==> config.mk <==
export PLATFORM = sky130hd
export DESIGN_NAME = wb_port_arbiter
export DESIGN_NICKNAME = d
export VERILOG_FILES = /design/src/rtl/wb_port_arbiter.sv
export SDC_FILE = /design/constraint.sdc
export NUM_CORES = 1
export LEC_CHECK = 0
export CAP_MARGIN = 15
export CORE_ASPECT_RATIO = 1.5
export CORE_UTILIZATION = 44
export DETAILED_ROUTE_END_ITERATION = 12
export GPL_ROUTABILITY_DRIVEN = 0
export MAX_ROUTING_LAYER = met4
export PLACE_DENSITY_LB_ADDON = 0.2
export RECOVER_POWER = 25
export SLEW_MARGIN = 20
export SYNTH_ARGS = -nofsm -noshare
export SYNTH_HDL_FRONTEND = slang
export SYNTH_SLANG_ARGS = --single-unit
==> constraint.sdc <==
create_clock -name clk -period 1.8 [get_ports clk]
set_input_delay 0.27 -clock clk [delete_from_list [all_inputs] [get_ports clk]]
set_output_delay 0.27 -clock clk [all_outputs]
set_load 0.01 [all_outputs]
==> src/rtl/wb_port_arbiter.sv <==
// wb_port_arbiter
// Shares the single register-file write port between the pipeline writeback
// stage and a multicycle unit (mul/div). A multicycle result is captured into
// a one-entry hold buffer and written when the pipeline leaves the port idle,
// or after it has lost STARVE_LIMIT consecutive cycles. Then the pipeline is
// stalled for one cycle.
//
// Ports
//   clk, rst                       clock, synchronous active-high reset
//   pipe_valid/pipe_rd/pipe_data   writeback-stage write request
//   pipe_stall                     writeback request not consumed this cycle
//   mc_valid/mc_rd/mc_data         multicycle result offer
//   mc_ready                       hold buffer empty, can accept
//   flush                          mispredict kill of the held result
//   rf_we/rf_rd/rf_data            registered regfile write port
//   mc_pend/mc_pend_rd             hold buffer occupancy for decode interlock
//
// state | meaning
// EMPTY | hold buffer invalid, pipeline owns the port, mc_ready high
// HELD  | hold buffer valid, arbitrating against the pipeline

module wb_port_arbiter #(
    parameter int unsigned STARVE_LIMIT = 4
) (
    input  logic        clk,
    input  logic        rst,
    input  logic        pipe_valid,
    input  logic [4:0]  pipe_rd,
    input  logic [31:0] pipe_data,
    output logic        pipe_stall,
    input  logic        mc_valid,
    input  logic [4:0]  mc_rd,
    input  logic [31:0] mc_data,
    output logic        mc_ready,
    input  logic        flush,
    output logic        rf_we,
    output logic [4:0]  rf_rd,
    output logic [31:0] rf_data,
    output logic        mc_pend,
    output logic [4:0]  mc_pend_rd
);

    localparam logic [3:0] LIMIT = 4'(STARVE_LIMIT);

    typedef enum logic {
        EMPTY = 1'b0,
        HELD  = 1'b1
    } state_t;

    state_t      state_q, state_d;
    logic [4:0]  hold_rd_q, hold_rd_d;
    logic [31:0] hold_data_q, hold_data_d;
    logic [3:0]  wait_q, wait_d;

    logic        held;
    logic        starved;
    logic        buf_win;
    logic        pipe_win;
    logic        wr_go;
    logic [4:0]  wr_rd;
    logic [31:0] wr_data;

    assign held    = (state_q == HELD);
    assign starved = (wait_q == LIMIT);
    // A flush kills the held result before it can win the port.
    assign buf_win  = held && !flush && (!pipe_valid || starved);
    assign pipe_win = pipe_valid && !buf_win;

    assign wr_go   = buf_win || pipe_win;
    assign wr_rd   = buf_win ? hold_rd_q   : pipe_rd;
    assign wr_data = buf_win ? hold_data_q : pipe_data;

    always_comb begin
        state_d     = state_q;
        hold_rd_d   = hold_rd_q;
        hold_data_d = hold_data_q;
        wait_d      = wait_q;
        case (state_q)
            EMPTY: begin
                if (mc_valid && !flush) begin
                    state_d     = HELD;
                    hold_rd_d   = mc_rd;
                    hold_data_d = mc_data;
                    wait_d      = 4'd0;
                end
            end
            HELD: begin
                if (flush || buf_win) begin
                    state_d = EMPTY;
                    wait_d  = 4'd0;
                end else if (pipe_rd == hold_rd_q && hold_rd_q != 5'd0) begin
                    // Younger pipeline write to the same rd makes the held
                    // result dead; drop it instead of overwriting later.
                    state_d = EMPTY;
                    wait_d  = 4'd0;
                end else if (!starved) begin
                    wait_d = wait_q + 4'd1;
                end
            end
            default: state_d = EMPTY;
        endcase
    end

    always_ff @(posedge clk) begin
        if (rst) begin
            state_q     <= EMPTY;
            hold_rd_q   <= 5'd0;
            hold_data_q <= 32'd0;
            wait_q      <= 4'd0;
            rf_we       <= 1'b0;
            rf_rd       <= 5'd0;
            rf_data     <= 32'd0;
        end else begin
            state_q     <= state_d;
            hold_rd_q   <= hold_rd_d;
            hold_data_q <= hold_data_d;
            wait_q      <= wait_d;
            rf_we       <= wr_go && (wr_rd != 5'd0);
            if (wr_go) begin
                rf_rd   <= wr_rd;
                rf_data <= wr_data;
            end
        end
    end

    assign mc_ready   = !held;
    assign pipe_stall = pipe_valid && buf_win;
    assign mc_pend    = held;
    assign mc_pend_rd = held ? hold_rd_q : 5'd0;

endmodule

==> run metrics <==
full die area 7731 um2; CTS tree built; synthesized cell area 3246 um2; placed cell area 4698 um2; ANT cells 0; EDFF count, synth 0; Worst Path Max Fanout 6; static leakage roughly 0.0018 uW; worst hold path type in -> reg; synth top area cells dfxtp_1 (49%), nand2_1 (13%), mux2i_1 (12%); worst hold margin just under 300 ps; Synth async-reset ratio 0%; type of element capturing the critical path register; Int Pwr 3319 uW; peak supply drop 0.7319 mV; hpwl dp 5.970 mm; Slew HR 69.01%; IO Pins approximately 130; Achievable Freq a little under 600 MHz; TritonCTS Sinks 80; combinational power share 14.3%; vias after detailed routing roughly 3k; post-synthesis mux area share 12.07%; RSZ-0062 raised after global routing no; post-synthesis register bit count 80; RR Startpoint hold_rd_q[0]; count of final max-slew check failures 0; Area Growth Syn to Fin 51.93%; Synth Area in Compound Gates 13.99%; number of global-route vias before repair 2930; Synth Warn # 0; xor/xnor cell area share of the yosys netlist under 10%; # hold bufs at CTS 0; sw frac approximately 22%; Core Box Area slightly above 7000 um2; Synth Area in Adders 0.7710%; Mapped Avg Cell Area roughly 8.7 um2; drt initial violations 131; design area 4931 um2; Crit Path Class reg -> reg; PnR Total Power about 4300 uW; Cell Pwr Density approximately 860 nW/um2; crit path launch type register; most frequent cell after synthesis nand2_1; endpoints failing setup 0; post-synthesis sequential area ratio around half; post-DR wirelength/cell 13.97 um; Clock transition at path regs 80 ps; Setup Buffers After CTS 0; IO buf count 124; pin count of the biggest net entering global routing 36; vias per cell 4.917; DRC 0; post-synth top area share slightly below 50%; clk buf depth 2; Syn Nets 456; final count of hold timing violations 0; flop-to-flop setup slack between 100 and 150 ps; post-synthesis simple-gate area fraction a little under a fifth; crit share post-route 94.10%; dominant cell type by area after synthesis dfxtp_1; Worst Setup SP hold_rd_q[0]; Mapped Cells 375; drt pass-1 iters 5; end of the critical path wait_q[3]; # nets final between 500 and 600; layout cells sized above 1 9.589%; largest family of logic cells by synthesized area simple AND/OR/NAND/NOR gates; Post-Route WL 8.535 mm; Crit path required time 2100 ps; Rows 38; Initial Utilization 45.21%; Clock Root Buffer clkbuf_8; reg-to-reg endpoint wait_q[3]; Post-DRT Antenna Nets 0; Netlist cell types 34; global route overflow 0; initial antenna violation count 0; top_reg_cell synth dfxtp_1; Die X just over 70 um; slew at the pin closest to its max-slew limit between 400 and 500 ps; total track usage between 20 and 25%; synth cell count leaders nand2_1 (115), dfxtp_1 (80), a21oi_1 (39); Clock Latency Late Sink roughly 360 ps; Final Util 68.68%; worst clock skew a little over 6 ps; CTS buffer count 9; Arr. time, crit path about 2000 ps; R2R cell count 6; Hold Startpoint rst; Period minus WS final 1694 ps; switching power 933.6 uW; status finished, final reports clean; sequential power share 45.1%; wire length of the first global-routing pass 13.59 mm; CTS HTree Levels 3; chip height 107.2 um; Max Cap Viol 0; clock power share 40.6%
-- registers in the layout, indices dropped and copies added, names as in the netlist --
name         flops
hold_data_q     32
hold_rd_q        5
mc_pend          1
rf_data         32
rf_rd            5
rf_we            1
wait_q           4
-- layer usage --
metal,part of all wire [%],global-route usage [%]
met1,40,24.47
met2,51,40.79
met3,3.7,5.263
met4,5.3,15.69
met5,0,-
-- through the flow --
step / setup WS (ps) / TNS, ps / cells
global route: 42.93 / 0 / 611
global placement: -146.7 / -3269 / 595
floorplan: 212.4 / 0 / 375
CTS: 13.99 / 0 / 611
finish: 106.3 / 0 / 611
detailed placement: -157.2 / -3844 / 595
-- worst min path at each step --
stage	slack, ps	endpoint	depth (start not counted)
after floorplan	410	hold_data_q[0]	2
after global placement	430	rf_data[19]	2
after detailed placement	440	rf_data[20]	2
after CTS	280	hold_rd_q[3]	2
after global routing	290	hold_rd_q[0]	2
final	290	hold_rd_q[0]	2
-- power by group through the flow --
| stage | clock [uW] | combinational (uW) | sequential (uW) |
|---|---|---|---|
| 2_1_floorplan | 0 | 208 | 1980 |
| 3_3_place_gp | 0 | 612 | 1960 |
| 3_5_place_dp | 0 | 621 | 1960 |
| 4_1_cts | 1760 | 625 | 1920 |
| 5_1_grt | 1830 | 660 | 1930 |
| 6_report | 1720 | 609 | 1920 |
-- critical path, stage by stage (launching register included) --
cell	delay [ps]
dfxtp_1	370
nor4_2	380
o21ai_1	110
buf_4	150
a211oi_4	330
and3_1	200
a221o_1	90
-- layout by cell type, fill, tap and decap left out, types with 2 or more instances in the layout --
cell               n
buf_4             15
and2_2             2
clkbuf_2           2
nor2_1             4
o21ai_1           18
bufinv_16          4
and3_1             2
a21oi_1           39
nor3_1             2
and2_1             3
dfxtp_1           78
o21ai_0           21
clkbuf_8          10
buf_12             3
ha_1               2
nand2_1          115
buf_2              2
dlygate4sd2_1      5
dfxtp_2            2
mux2i_1           38
xor2_1             4
inv_1              5
clkdlybuf4s50_1  115
-- area by class of cell --
| cell class | count | area (um2) |
|---|---|---|
| fill | 608 | 2248 |
| sequential | 80 | 1604 |
| multi-input combinational | 266 | 1504 |
| timing repair buffer | 144 | 1410 |
| clock buffer | 11 | 141.4 |
| clock inverter | 5 | 127.6 |
| tap | 100 | 125.1 |
| inverter | 5 | 18.77 |
-- kinds of logic after synthesis --
logic type | Yosys count
adders and majority gates | 2
and+or+nand+nor | 137
buffers and inverters | 29
AOI/OAI and AO/OA | 84
xor gates and xnor gates | 4
muxes | 39
DFF | 80
-- what timing repair did --
action | 4_1_cts | 5_1_grt
endpoints found under the setup margin | 6 | 2
gates cloned | 0 | 0
gates resized for setup | 10 | 2
(Power assumes the default switching activity.)
